`src/rtl/mips_pkg.sv`:
```
`default_nettype none
// ============================================================================
// Module      : mips_pkg
// Description : Shared pipeline constants: operand-source selects, ALU
//               operation encodings and default datapath widths.
// Revision    : 1.0 - initial release
// ============================================================================
package mips_pkg;

    localparam int DEF_DATA_W = 32;
    localparam int DEF_REG_AW = 5;

    // Operand-source selects that mean "this operand comes from the register file"
    localparam logic [1:0] ALUSRCA_RS = 2'b01;
    localparam logic [2:0] ALUSRCB_RT = 3'b000;

    typedef enum logic [3:0] {
        ALUOP_ADD = 4'd0,
        ALUOP_SUB = 4'd1,
        ALUOP_AND = 4'd2,
        ALUOP_OR  = 4'd3,
        ALUOP_XOR = 4'd4,
        ALUOP_NOR = 4'd5,
        ALUOP_SLT = 4'd6,
        ALUOP_SLL = 4'd7,
        ALUOP_SRL = 4'd8,
        ALUOP_SRA = 4'd9,
        ALUOP_LUI = 4'd10
    } aluop_e;

endpackage
`default_nettype wire

```
`src/rtl/load_use_detect.sv`:
```
`default_nettype none
// ============================================================================
// Module      : load_use_detect
// Description : Combinational load-use hazard detector for the ID/EX boundary.
// Revision    : 1.0 - initial release
// ============================================================================
module load_use_detect
    import mips_pkg::*;
#(
    parameter int REG_AW = DEF_REG_AW
) (
    input  logic              ID_EX_MemRead,
    input  logic [REG_AW-1:0] ID_EX_Rt,
    input  logic [REG_AW-1:0] IF_ID_Rs,
    input  logic [REG_AW-1:0] IF_ID_Rt,
    input  logic [1:0]        ID_ALUSrcA,
    input  logic [2:0]        ID_ALUSrcB,
    input  logic              ID_MemWrite,
    output logic              hazard
);

    logic w_uses_rs;
    logic w_uses_rt;
    logic w_rs_match;
    logic w_rt_match;

    // A store reads rt as its data operand even when ALUSrcB selects the immediate
    assign w_uses_rs  = (ID_ALUSrcA == ALUSRCA_RS);
    assign w_uses_rt  = (ID_ALUSrcB == ALUSRCB_RT) || ID_MemWrite;
    assign w_rs_match = w_uses_rs && (ID_EX_Rt == IF_ID_Rs);
    assign w_rt_match = w_uses_rt && (ID_EX_Rt == IF_ID_Rt);

    assign hazard = ID_EX_MemRead && (ID_EX_Rt != '0) && (w_rs_match || w_rt_match);

endmodule
`default_nettype wire

```
`src/rtl/id_ex_stage_reg.sv`:
```
`default_nettype none
// ============================================================================
// Module      : id_ex_stage_reg
// Description : ID/EX pipeline register with load-use stall, bubble insertion
//               on stall or flush, and a saturating bubble counter.
// Revision    : 1.0 - initial release
// ============================================================================
module id_ex_stage_reg
    import mips_pkg::*;
#(
    parameter int DATA_W = DEF_DATA_W,
    parameter int REG_AW = DEF_REG_AW,
    parameter int CNT_W  = 16
) (
    input  logic              clk,
    input  logic              rst,
    input  logic              flush,
    input  logic [REG_AW-1:0] IF_ID_Rs,
    input  logic [REG_AW-1:0] IF_ID_Rt,
    input  logic [REG_AW-1:0] IF_ID_Rd,
    input  logic              ID_RegWrite,
    input  logic              ID_MemRead,
    input  logic              ID_MemWrite,
    input  logic              ID_MemtoReg,
    input  logic [1:0]        ID_RegDst,
    input  logic [1:0]        ID_ALUSrcA,
    input  logic [2:0]        ID_ALUSrcB,
    input  logic [3:0]        ID_ALUOp,
    input  logic [DATA_W-1:0] ID_ReadData1,
    input  logic [DATA_W-1:0] ID_ReadData2,
    input  logic [DATA_W-1:0] ID_Imm,
    input  logic [DATA_W-1:0] ID_PC4,
    output logic [REG_AW-1:0] ID_EX_Rs,
    output logic [REG_AW-1:0] ID_EX_Rt,
    output logic [REG_AW-1:0] ID_EX_Rd,
    output logic              ID_EX_RegWrite,
    output logic              ID_EX_MemRead,
    output logic              ID_EX_MemWrite,
    output logic              ID_EX_MemtoReg,
    output logic [1:0]        ID_EX_RegDst,
    output logic [1:0]        ID_EX_ALUSrcA,
    output logic [2:0]        ID_EX_ALUSrcB,
    output logic [3:0]        ID_EX_ALUOp,
    output logic [DATA_W-1:0] ID_EX_ReadData1,
    output logic [DATA_W-1:0] ID_EX_ReadData2,
    output logic [DATA_W-1:0] ID_EX_Imm,
    output logic [DATA_W-1:0] ID_EX_PC4,
    output logic              PCWrite,
    output logic              IF_ID_Write,
    output logic [CNT_W-1:0]  bubble_cnt
);

    localparam logic [CNT_W-1:0] c_cnt_one = {{(CNT_W-1){1'b0}}, 1'b1};

    logic w_hazard;
    logic w_bubble;

    load_use_detect #(
        .REG_AW (REG_AW)
    ) u_load_use_detect (
        .ID_EX_MemRead (ID_EX_MemRead),
        .ID_EX_Rt      (ID_EX_Rt),
        .IF_ID_Rs      (IF_ID_Rs),
        .IF_ID_Rt      (IF_ID_Rt),
        .ID_ALUSrcA    (ID_ALUSrcA),
        .ID_ALUSrcB    (ID_ALUSrcB),
        .ID_MemWrite   (ID_MemWrite),
        .hazard        (w_hazard)
    );

    // Flush does not gate the stall: the PC source mux already overrides on a taken branch
    assign PCWrite     = !w_hazard;
    assign IF_ID_Write = !w_hazard;
    assign w_bubble    = flush || w_hazard;

    // An all-zero register is the bubble, so reset and bubble share one clear path
    always_ff @(posedge clk) begin
        if (rst || w_bubble) begin
            ID_EX_Rs        <= '0;
            ID_EX_Rt        <= '0;
            ID_EX_Rd        <= '0;
            ID_EX_RegWrite  <= 1'b0;
            ID_EX_MemRead   <= 1'b0;
            ID_EX_MemWrite  <= 1'b0;
            ID_EX_MemtoReg  <= 1'b0;
            ID_EX_RegDst    <= '0;
            ID_EX_ALUSrcA   <= '0;
            ID_EX_ALUSrcB   <= '0;
            ID_EX_ALUOp     <= '0;
            ID_EX_ReadData1 <= '0;
            ID_EX_ReadData2 <= '0;
            ID_EX_Imm       <= '0;
            ID_EX_PC4       <= '0;
        end else begin
            ID_EX_Rs        <= IF_ID_Rs;
            ID_EX_Rt        <= IF_ID_Rt;
            ID_EX_Rd        <= IF_ID_Rd;
            ID_EX_RegWrite  <= ID_RegWrite;
            ID_EX_MemRead   <= ID_MemRead;
            ID_EX_MemWrite  <= ID_MemWrite;
            ID_EX_MemtoReg  <= ID_MemtoReg;
            ID_EX_RegDst    <= ID_RegDst;
            ID_EX_ALUSrcA   <= ID_ALUSrcA;
            ID_EX_ALUSrcB   <= ID_ALUSrcB;
            ID_EX_ALUOp     <= ID_ALUOp;
            ID_EX_ReadData1 <= ID_ReadData1;
            ID_EX_ReadData2 <= ID_ReadData2;
            ID_EX_Imm       <= ID_Imm;
            ID_EX_PC4       <= ID_PC4;
        end
    end

    always_ff @(posedge clk) begin
        if (rst) begin
            bubble_cnt <= '0;
        end else if (w_bubble && (bubble_cnt != '1)) begin
            bubble_cnt <= bubble_cnt + c_cnt_one;
        end
    end

endmodule
`default_nettype wire

```
`config.mk`:
```
export PLATFORM = sky130hd
export DESIGN_NAME = id_ex_stage_reg
export DESIGN_NICKNAME = d
export VERILOG_FILES = /design/src/rtl/mips_pkg.sv /design/src/rtl/load_use_detect.sv /design/src/rtl/id_ex_stage_reg.sv
export SDC_FILE = /design/constraint.sdc
export NUM_CORES = 1
export LEC_CHECK = 0
export ABC_AREA = 1
export ABC_CLOCK_PERIOD_IN_PS = 1400
export CORE_UTILIZATION = 28
export CTS_CLUSTER_DIAMETER = 60
export DETAILED_ROUTE_END_ITERATION = 8
export GPL_ROUTABILITY_DRIVEN = 0
export PLACE_DENSITY = 0.71
export SLEW_MARGIN = 5
export SYNTH_ARGS = -nofsm -noshare
export SYNTH_HDL_FRONTEND = slang
export SYNTH_SLANG_ARGS = --single-unit
```
`constraint.sdc`:
```
create_clock -name clk -period 1.4 [get_ports clk]
set_clock_uncertainty 0.05 [all_clocks]
set_input_delay 0.28 -clock clk [delete_from_list [all_inputs] [get_ports clk]]
set_output_delay 0.28 -clock clk [all_outputs]
set_load 0.005 [all_outputs]
```
; ---- Yosys cells after proc, flatten, opt, wreduce, memory -nomap -nowiden
; Index checks and enable logic that the tools add are counted.
[word_totals]
n_memories = 0
output_inout_bits = 176
regBits = 174
elab_cells = 33
latch_bits = 0
ram_bits = 0
romBits = 0
[classes]
n_mul = 0
order_cmp = 0
eq_ne = 4
muxes = 0
add_sub_neg = 1
shifts = 0
n_div = 0
bitwise_logic = 0
reduce_logical = 12
[op_table]
columns = cell, count
row1 = adder 16 x 1 -> 16 bit (second input constant), 1
row2 = inequality test 16 bit (second input constant), 1
row3 = equality test 5 bit, 2
row4 = logical AND 1 bit, 5
row5 = nonzero test 5 bit, 1
row6 = logical OR 1 bit, 4
row7 = logical NOT 3 bit, 1
row8 = equality test 2 x 1 -> 1 bit (second input constant), 1
row9 = logical NOT 1 bit, 1

; ---- Logic depth before layout (Yosys ltp)
; Gate-level depths: netlist of the first run.
[depth]
word_depth = 7
mapped_depth = 12
ltp_nobuf = 12

; ---- By module
; A second synthesis of the first run with hierarchy kept.
[unflattened]
hier_cells = 691
hier_area_um2 = 5617.9
[by_module_without_submodules]
columns = module, cells_per_inst, area_per_inst_um2, n_inst, seq_area_each_um2
row1 = id_ex_stage_reg, 645, 5407.7, 1, 3483.3
row2 = load_use_detect, 46, 210.2, 1, 0.0

; ---- Worst setup path before layout of the first run
; OpenSTA, ideal clock, no wires.
[synth_path]
kind = register -> register
start = reg bubble_cnt[0]
end = reg bubble_cnt[2]
required_time_ps = 1235
path_slack_ps = -225
stages_incl_launch_ff = 12
t_arrival_ps = 1460
cell_sequence = dfxtp_1 ha_1 nand2_1 inv_1 nand4_1 nor2_2 nand3_2 buf_6 nand2_1 inv_1 a21oi_1 nor2_1
[synth_via]
elab_chain_cells = 2
word_cells_on_any_way = 3
cone_classes = add/sub: 1 / eq/ne: 1 / reduce/logical: 1
[synth_lines]
columns = item, line_no
row1 = "start, declared", id_ex_stage_reg.sv:50  ; output logic [CNT_W-1:0] bubble_cnt
row2 = "start signal, assigned", id_ex_stage_reg.sv:117  ; bubble_cnt <= bubble_cnt + c_cnt_one;
row3 = "parallel branches: the longest is 2 deep, another holds adder 16 x 1 -> 16 bit", n/a
; Parallel ways; which one is timed is not known.
; A chain may end at the register's enable or synchronous reset.

; ---- Worst setup path in the final report of the first run
[layout_path]
start = reg ID_EX_Rt[2]
end = reg ID_EX_ReadData2[31]
[layout_via]
elab_chain_cells = 6
word_cells_on_any_way = 10
cone_classes = eq/ne: 2 / reduce/logical: 8
[layout_lines]
columns = item, line_no
row1 = "start, declared", id_ex_stage_reg.sv:34  ; output logic [REG_AW-1:0] ID_EX_Rt,
row2 = "start signal, assigned", id_ex_stage_reg.sv:96  ; ID_EX_Rt <= IF_ID_Rt;
row3 = "equality test 5 bit, on equally long branches", "load_use_detect.sv:30, load_use_detect.sv:31"
row4 = "logical AND 1 bit, on equally long branches", "load_use_detect.sv:30, load_use_detect.sv:31"
row5 = logical OR 1 bit, load_use_detect.sv:33  ; assign hazard = ID_EX_MemRead && (ID_EX_Rt != '0) && (w_rs_match || w_rt_match);
row6 = logical AND 1 bit *, load_use_detect.sv:33
row7 = logical OR 1 bit *, id_ex_stage_reg.sv:74  ; assign w_bubble = flush || w_hazard;
row8 = logical OR 1 bit *, id_ex_stage_reg.sv:78  ; if (rst || w_bubble) begin
row9 = "end signal, assigned", id_ex_stage_reg.sv:107  ; ID_EX_ReadData2 <= ID_ReadData2;
row10 = "end, declared", id_ex_stage_reg.sv:45  ; output logic [DATA_W-1:0] ID_EX_ReadData2,
; Mark *: on every way between the ends. The rest lies on a longest branch, timed or not.

==> impl_metrics.prom, run 1 <==
# TYPE chip_impl_metric gauge
chip_impl_metric{name="synthesis.yosys.warnings",unit=""} 0
chip_impl_info{name="dominantRegCellSynth",value="dfxtp_1"} 1
chip_impl_metric{name="mappedNetlistArea",unit="um^2"} 5590
chip_impl_info{name="timing.critical_path.from",value="ID_EX_Rt[2]"} 1
chip_impl_info{name="synthDominantAreaCellType",value="dfxtp_1"} 1
chip_impl_metric{name="final-seq-area",unit="um^2"} 3530
chip_impl_metric{name="clock_slew_at_reported_path_ffs",unit="ns"} 0.07
chip_impl_metric{name="synth-xor-area-share",unit="%"} 0.940
chip_impl_metric{name="dp.cells",unit=""} 1291
chip_impl_metric{name="floorplan.die.width",unit="um"} 143
chip_impl_info{name="violations",value="negative setup slack"} 1
chip_impl_metric{name="timing.fmax",unit="MHz"} 546
chip_impl_metric{name="synth-edff-count",unit=""} 0
chip_impl_metric{name="synth_seq_cells",unit=""} 174
chip_impl_metric{name="finalHoldViolCount",unit=""} 0
chip_impl_info{name="synth_most_common_cell",value="nor2_1"} 1
chip_impl_metric{name="fp-row-count",unit=""} 51
chip_impl_metric{name="setup_ws",unit="ns"} -0.432
chip_impl_info{name="crit-reg2reg-capture",value="ID_EX_ReadData2[31]"} 1
chip_impl_metric{name="synth-seq-area-share",unit="%"} 62.3
chip_impl_metric{name="timing.critical_path.depth",unit=""} 11
chip_impl_metric{name="grt_antenna_before_repair",unit=""} 0
chip_impl_metric{name="number_of_standard_cells_after_synthesis",unit=""} 670
chip_impl_metric{name="finalInstanceArea",unit="um^2"} 11200
chip_impl_metric{name="slew_headroom",unit="%"} 83.5
chip_impl_info{name="rsz0062_at_grt",value="true"} 1
chip_impl_metric{name="grt_max_degree",unit=""} 59
chip_impl_metric{name="clk_latency",unit="ns"} 0.40
chip_impl_metric{name="layout.filler_cells",unit=""} 1660
chip_impl_info{name="worst_hold_check_path_type",value="in2reg"} 1
chip_impl_metric{name="worstPathArrival",unit="ns"} 2.08
chip_impl_metric{name="drtIter0Drc",unit=""} 210
chip_impl_metric{name="buffer_ports.inserted",unit=""} 336
chip_impl_metric{name="synthesized_area_per_cell",unit="um^2"} 8.35
chip_impl_info{name="synth.cells.most_frequent",value="192 x nor2_1, 176 x inv_1, 174 x dfxtp_1"} 1
chip_impl_metric{name="slack_of_the_worst_reg_to_reg_path",unit="ns"} -0.43
chip_impl_info{name="critPathTopFamily",value="buffers and inverters"} 1
chip_impl_metric{name="instances_no_fill",unit=""} 1340
chip_impl_info{name="synth_top_cells_by_area",value="dfxtp_1 62%, nor2_1 13%, inv_1 12%"} 1
chip_impl_metric{name="drive_gt1_share",unit="%"} 20.8
chip_impl_metric{name="dpl_wire_length",unit="um"} 12400
chip_impl_metric{name="cts_inserted_buffers",unit=""} 17
chip_impl_metric{name="synth_compound_gate_area_share",unit="%"} 1.86
chip_impl_metric{name="worst_pin_slew",unit="ns"} 0.245
chip_impl_metric{name="period_needed",unit="ns"} 1.83
chip_impl_metric{name="dpl_worst_slack",unit="ns"} -0.766
chip_impl_info{name="cts.root.buffer_cell",value="clkbuf_16"} 1
chip_impl_metric{name="multiplexer_share_of_the_synthesized_area",unit="%"} 0
chip_impl_metric{name="grt_pass1_wl",unit="um"} 23900
chip_impl_metric{name="cts-htree-levels",unit=""} 4
chip_impl_info{name="timing.critical_path.to",value="ID_EX_ReadData2[31]"} 1
chip_impl_metric{name="final_nets",unit=""} 1225
chip_impl_metric{name="grt.overflow.total",unit=""} 0
chip_impl_metric{name="synth-simple-area-share",unit="%"} 19.1
chip_impl_info{name="status",value="complete, but fails checks"} 1
chip_impl_info{name="cp-end-kind",value="flip-flop"} 1
chip_impl_metric{name="placed_area",unit="um^2"} 9550
chip_impl_metric{name="die_outline_area",unit="um^2"} 20500
chip_impl_info{name="reg2reg_from",value="ID_EX_Rt[2]"} 1
chip_impl_metric{name="num_vias",unit=""} 5316
chip_impl_metric{name="synthesized_nets",unit=""} 832
chip_impl_metric{name="clock_tree.buffer_depth",unit=""} 2
chip_impl_metric{name="wl_per_cell",unit="um"} 13.8
chip_impl_metric{name="bufs_and_invs_on_worst_path",unit=""} 4
chip_impl_metric{name="power_density",unit="nW/um^2"} 1020
chip_impl_info{name="timing_worst_setup_path_type",value="reg2reg"} 1
chip_impl_metric{name="start_util",unit="%"} 28.6
chip_impl_metric{name="netlist-cell-type-count",unit=""} 23
chip_impl_info{name="slowest_stage",value="dfxtp_4"} 1
chip_impl_metric{name="first_global_vias",unit=""} 4749
chip_impl_metric{name="final_core_util",unit="%"} 57.2
chip_impl_info{name="largest_family_of_logic_cells_by_synthesized_area",value="simple AND/OR/NAND/NOR gates"} 1
chip_impl_metric{name="final_min_period_over_clock_period",unit="%"} 131
chip_impl_metric{name="drtAntennaViolNets",unit=""} 0
chip_impl_metric{name="peakVddDrop",unit="uV"} 813
chip_impl_metric{name="synth_fa_ha_area_share",unit="%"} 0.224
chip_impl_metric{name="viasPerCell",unit=""} 3.97
chip_impl_metric{name="max_cap_violations",unit=""} 0
chip_impl_info{name="cts_tree",value="yes"} 1
chip_impl_metric{name="grt_use_total",unit="%"} 15.3
chip_impl_metric{name="io-pin-count",unit=""} 337
chip_impl_info{name="timing.critical_path.mode_cell",value="buf_6"} 1
chip_impl_metric{name="drt_pass1_iterations",unit=""} 4
chip_impl_metric{name="area.growth.synth_to_final",unit="%"} 99.8
chip_impl_metric{name="finalSetupViolCount",unit=""} 177
chip_impl_metric{name="critPathRequiredTime",unit="ns"} 1.65
chip_impl_metric{name="core_area",unit="um^2"} 19500
chip_impl_metric{name="drt_drc_violations_left",unit=""} 0
chip_impl_info{name="worstPathCellList",value="xor2_1 > nor2_1 > nand3_1 > nand2_1 > nand2_2 > buf_6 > buf_6 > nand3_4 > buf_12 > clkbuf_16 > nor2_4"} 1
chip_impl_metric{name="cts.sinks",unit=""} 174
chip_impl_info{name="worst_setup_path_start_kind",value="flip-flop"} 1
chip_impl_metric{name="slowest_delay",unit="ns"} 0.37
chip_impl_metric{name="synth_top_area_share",unit="%"} 62.3
chip_impl_metric{name="power.leakage",unit="nW"} 7.35
chip_impl_metric{name="die_h",unit="um"} 143
chip_impl_metric{name="postRouteWirelength",unit="um"} 18400
chip_impl_metric{name="antenna_cells",unit=""} 0
chip_impl_metric{name="cts_hold_repair.buffers",unit=""} 0
chip_impl_metric{name="r2r_cells",unit=""} 11
chip_impl_metric{name="cp_max_fanout",unit=""} 7
chip_impl_metric{name="timing.final.max_slew_violations",unit=""} 0
chip_impl_metric{name="synthArstFlopShare",unit="%"} 0
chip_impl_metric{name="multi_input_area",unit="um^2"} 1690
[cell usage in the layout, fill, tap and decap left out, types with 36 or more instances in the layout]
| cell | count |
|---|---|
| clkdlybuf4s50_1 | 160 |
| nor2_2 | 45 |
| buf_4 | 38 |
| nor2_4 | 36 |
| nor2_1 | 112 |
| inv_1 | 173 |
| nand2_1 | 47 |
| dlymetal6s2s_1 | 139 |
| dfxtp_1 | 152 |
[metrics by stage]
| stage | hold WS, ns | total power, W | setup TNS (ns) |
|---|---|---|---|
| CTS | 0.313 | 0.0113 | -92.59 |
| global placement | 0.480 | 0.00659 | -114.82 |
| floorplan | 0.335 | 0.00565 | -1.77 |
| finish | 0.332 | 0.0114 | -68.81 |
| detailed placement | 0.490 | 0.00661 | -119.02 |
| global route | 0.318 | 0.0118 | -86.97 |
[state kept, by name (all words and copies together), names as in the netlist]
signal	cells
ID_EX_PC4	32
ID_EX_ALUSrcA	2
ID_EX_MemWrite	1
ID_EX_MemtoReg	1
ID_EX_Rs	5
ID_EX_Imm	32
ID_EX_Rt	5
ID_EX_Rd	5
ID_EX_ALUOp	4
ID_EX_ReadData2	32
ID_EX_RegDst	2
ID_EX_ReadData1	32
bubble_cnt	16
ID_EX_MemRead	1
ID_EX_ALUSrcB	3
ID_EX_RegWrite	1
[routing by layer]
layer	track usage (%)	wire [um]	share of wire [%]	vias to the layer above
met5	0	0	0	-
met4	6.38	357	1.9	0
met3	5.00	1470	7.9	26
met2	27.3	9610	52	217
met1	16.6	7000	38	2402
li1	-	-	-	2671
[logic make-up after synthesis]
group | Yosys count
compound gates | 20
simple gates | 269
buf+inv | 200
flops | 174
fa+ha+maj | 1
xor+xnor | 6
[cell type report]
type	instances	share of cell area [%]
flip-flops and latches	174	31.6
multi-input cells	296	15.1
clock buffers	18	3.84
clock inverters	13	1.39
well taps	265	2.97
inverters	177	5.95
repair buffers	397	39.1
[worst min-delay path by stage]
stage	slack [ns]	end	from	depth (start not counted)
2_1_floorplan	0.33	ID_EX_Rt[0]	IF_ID_Rt[0]	2
3_3_place_gp	0.48	bubble_cnt[15]	bubble_cnt[15]	2
3_5_place_dp	0.49	bubble_cnt[11]	bubble_cnt[11]	2
4_1_cts	0.31	ID_EX_PC4[4]	ID_PC4[4]	3
5_1_grt	0.32	ID_EX_ReadData1[4]	ID_ReadData1[4]	3
6_report	0.33	ID_EX_ReadData1[4]	ID_ReadData1[4]	3
[power by group]
part	switching (W)	total, W	internal (W)
combinational	0.000555	0.00146	0.000902
clock	0.00206	0.00473	0.00267
sequential	0.0000558	0.00518	0.00513
[tightest hold or removal path, stage by stage]
cell and delay [ns]:
clkdlybuf4s50_1 0.39, inv_1 0.05, nor2_1 0.03
[repair_timing]
action / CTS / global route
buffers inserted: 4 / 5
pin swaps: 4 / 0
setup endpoints to repair: 350 / 321
gates cloned: 1 / 9
gates resized for setup: 101 / 282
Note: power is estimated with default switching activity, not from simulation.
==> inputs of run 2 (changes only) <==
--- a/config.mk
+++ b/config.mk
@@ -7,11 +7,11 @@
 export LEC_CHECK = 0
 export ABC_AREA = 1
 export ABC_CLOCK_PERIOD_IN_PS = 1400
-export CORE_UTILIZATION = 28
+export CORE_UTILIZATION = 33
 export CTS_CLUSTER_DIAMETER = 60
 export DETAILED_ROUTE_END_ITERATION = 8
 export GPL_ROUTABILITY_DRIVEN = 0
-export PLACE_DENSITY = 0.71
+export PLACE_DENSITY = 0.8
 export SLEW_MARGIN = 5
 export SYNTH_ARGS = -nofsm -noshare
 export SYNTH_HDL_FRONTEND = slang
==> constraint.sdc (replaced) <==
create_clock -name clk -period 1.4 [get_ports clk]
set_clock_uncertainty 0.05 [all_clocks]
set_input_delay 0.28 -clock clk [delete_from_list [all_inputs] [get_ports clk]]
set_output_delay 0.28 -clock clk [all_outputs]
set_load 0.01 [all_outputs]
==> run 2 against run 1 <==
The run still ends with negative setup slack left. Sequential cell count did not move. Cell count decreased by 4.0%. Critical path depth shrank 3. Hold slack got worse by 0.23 ns. Utilization rose by 4.0 points. First-iteration DRC count shrank 21%. Die area down 15%. Total power decreased by 0.51%. Largest cell class unchanged. Largest power group unchanged.
==> impl_metrics.prom, run 2 (synthesis gave the netlist of run 1 again) <==
# TYPE chip_impl_metric gauge
chip_impl_info{name="commonest_non_fill_non_tap_cell_in_the_layout",value="nor2_1"} 1
chip_impl_metric{name="drtIter0Drc",unit=""} 165
chip_impl_info{name="status",value="complete, but fails checks"} 1
chip_impl_metric{name="drt_pass1_iterations",unit=""} 4
chip_impl_metric{name="slew_headroom",unit="%"} 83.1
chip_impl_metric{name="worst_pin_slew",unit="ns"} 0.251
chip_impl_metric{name="cts.sinks",unit=""} 174
chip_impl_metric{name="cts-htree-levels",unit=""} 4
chip_impl_metric{name="dpl_wire_length",unit="um"} 12800
chip_impl_metric{name="setup_ws",unit="ns"} -0.354
chip_impl_metric{name="viasPerCell",unit=""} 4.01
chip_impl_metric{name="critPathRequiredTime",unit="ns"} 1.07
chip_impl_metric{name="dp.cells",unit=""} 1247
chip_impl_metric{name="instances_no_fill",unit=""} 1286
chip_impl_metric{name="layout.filler_cells",unit=""} 1428
chip_impl_info{name="cts.root.buffer_cell",value="clkbuf_16"} 1
chip_impl_metric{name="finalHoldViolCount",unit=""} 0
chip_impl_metric{name="num_vias",unit=""} 5161
chip_impl_metric{name="period_needed",unit="ns"} 1.75
chip_impl_info{name="violations",value="negative setup slack"} 1
chip_impl_metric{name="dpl_worst_slack",unit="ns"} -0.790
chip_impl_metric{name="clock_slew_at_reported_path_ffs",unit="ns"} 0.07
chip_impl_metric{name="timing.final.max_slew_violations",unit=""} 0
chip_impl_info{name="rsz0062_at_grt",value="true"} 1
chip_impl_metric{name="cp_max_fanout",unit=""} 4
chip_impl_info{name="cp-end-kind",value="primary output"} 1
chip_impl_metric{name="postRouteWirelength",unit="um"} 16700
chip_impl_metric{name="grt.overflow.total",unit=""} 0
chip_impl_metric{name="core_area",unit="um^2"} 16600
chip_impl_metric{name="slack_of_the_worst_reg_to_reg_path",unit="ns"} -0.31
chip_impl_metric{name="buffer_ports.inserted",unit=""} 336
chip_impl_metric{name="finalSetupViolCount",unit=""} 176
chip_impl_metric{name="grt_antenna_before_repair",unit=""} 1
chip_impl_info{name="worst_setup_path_start_kind",value="flip-flop"} 1
chip_impl_metric{name="clk_latency",unit="ns"} 0.42
chip_impl_metric{name="grt_pass1_wl",unit="um"} 25500
chip_impl_info{name="most-common-layout-cells",value="186 x nor2_1, 172 x inv_1, 157 x clkdlybuf4s50_1, 155 x dfxtp_1, 145 x dlygate4sd2_1"} 1
chip_impl_metric{name="r2r_cells",unit=""} 10
chip_impl_metric{name="die_outline_area",unit="um^2"} 17500
chip_impl_metric{name="wl_per_cell",unit="um"} 13.0
chip_impl_metric{name="worstPathArrival",unit="ns"} 1.42
chip_impl_metric{name="fp-row-count",unit=""} 47
chip_impl_info{name="worst_hold_check_path_type",value="in2reg"} 1
chip_impl_metric{name="drt_drc_violations_left",unit=""} 0
chip_impl_metric{name="cts_inserted_buffers",unit=""} 17
chip_impl_metric{name="first_global_vias",unit=""} 4991
chip_impl_metric{name="netSwitchingPower",unit="W"} 0.00281
chip_impl_metric{name="clock_tree.buffer_depth",unit=""} 2
chip_impl_metric{name="final_min_period_over_clock_period",unit="%"} 125
chip_impl_metric{name="drtAntennaViolNets",unit=""} 0
chip_impl_metric{name="power_density",unit="nW/um^2"} 1110
chip_impl_metric{name="drive_gt1_share",unit="%"} 14.5
chip_impl_metric{name="grt_use_total",unit="%"} 18.9
chip_impl_metric{name="die_h",unit="um"} 132
chip_impl_metric{name="p_int",unit="W"} 0.00850
chip_impl_info{name="cts_tree",value="yes"} 1
chip_impl_info{name="timing.critical_path.from",value="ID_EX_Rt[0]"} 1
chip_impl_metric{name="io-pin-count",unit=""} 337
chip_impl_info{name="timing.hold.worst.start",value="IF_ID_Rt[1]"} 1
chip_impl_metric{name="cts_hold_repair.buffers",unit=""} 0
chip_impl_metric{name="share_comb_of_total_power",unit="%"} 11.6
chip_impl_metric{name="timing.fmax",unit="MHz"} 570
chip_impl_metric{name="start_util",unit="%"} 33.7
chip_impl_metric{name="hold_path_depth",unit=""} 3
chip_impl_metric{name="floorplan.die.width",unit="um"} 132
chip_impl_info{name="timing_worst_setup_path_type",value="reg2out"} 1
chip_impl_metric{name="grt_max_degree",unit=""} 22
chip_impl_metric{name="area.growth.synth_to_final",unit="%"} 81.5
chip_impl_metric{name="power.leakage",unit="nW"} 5.51
chip_impl_info{name="reg2reg_from",value="ID_EX_Rt[2]"} 1
chip_impl_metric{name="power_frac_clock",unit="%"} 42.6
chip_impl_metric{name="power_switching_share",unit="%"} 24.8
chip_impl_metric{name="max_cap_violations",unit=""} 0
chip_impl_metric{name="seq_power_share",unit="%"} 45.8
chip_impl_metric{name="final_nets",unit=""} 1214
chip_impl_metric{name="peakVddDrop",unit="uV"} 840
[run 2: final timing paths]
check                  endpoint
max                     PCWrite
min                 ID_EX_Rt[1]
max reg2reg  ID_EX_ReadData1[1]
min reg2reg      bubble_cnt[15]
[run 2: worst max-delay path: stages (launching register included)]
cell     delay [ns]
dfxtp_4        0.39
inv_2          0.04
nand2_1        0.04
o21ai_0        0.08
nor2_1         0.10
nand3_1        0.09
nand2_2        0.08
nand2_4        0.06
buf_6          0.12
[run 2: layout make-up]
| type | instances | area, um^2 | share of cell area, % |
|---|---|---|---|
| diodes | 1 | 2.50 | 0.0247 |
| clock inverters | 15 | 189 | 1.86 |
| inverters | 177 | 664 | 6.55 |
| repair buffers | 386 | 3710 | 36.5 |
| flip-flops and latches | 174 | 3530 | 34.8 |
| clock buffers | 17 | 425 | 4.19 |
| well taps | 220 | 275 | 2.71 |
| multi-input cells | 296 | 1360 | 13.4 |
[run 2: power by group through the flow]
stage          registers, W  logic [W]  clock network, W
2_1_floorplan       0.00541   0.000322                 0
3_3_place_gp        0.00530    0.00135                 0
3_5_place_dp        0.00531    0.00138                 0
4_1_cts             0.00518    0.00129           0.00492
5_1_grt             0.00519    0.00141           0.00514
6_report            0.00518    0.00131           0.00482
[run 2: per-layer routing]
layer | vias up | wire length (um) | track usage, % | share of wire (%)
li1 | 2654 | - | - | -
met1 | 2288 | 6590 | 20.5 | 40
met2 | 196 | 8800 | 35.4 | 53
met3 | 23 | 935 | 4.34 | 5.6
met4 | 0 | 333 | 7.34 | 2.0
met5 | - | 0 | 0 | 0
[run 2: what timing repair did]
action | CTS | global route
gates cloned | 2 | 1
pin swaps | 11 | 7
buffers inserted | 1 | 2
setup endpoints to repair | 350 | 199
resized for setup | 254 | 44
[run 2: metrics by stage]
stage	area [um^2]	hold WS [ns]	setup TNS (ns)	total power, W	util (%)
finish	10100	0.104	-45.27	0.0113	61.2
global route	10100	0.106	-66.12	0.0118	61.2
CTS	10000	0.189	-47.95	0.0114	60.6
detailed placement	9510	0.487	-118.21	0.00668	57.4
global placement	9510	0.472	-116.96	0.00665	57.4
floorplan	5650	0.333	-3.45	0.00573	-
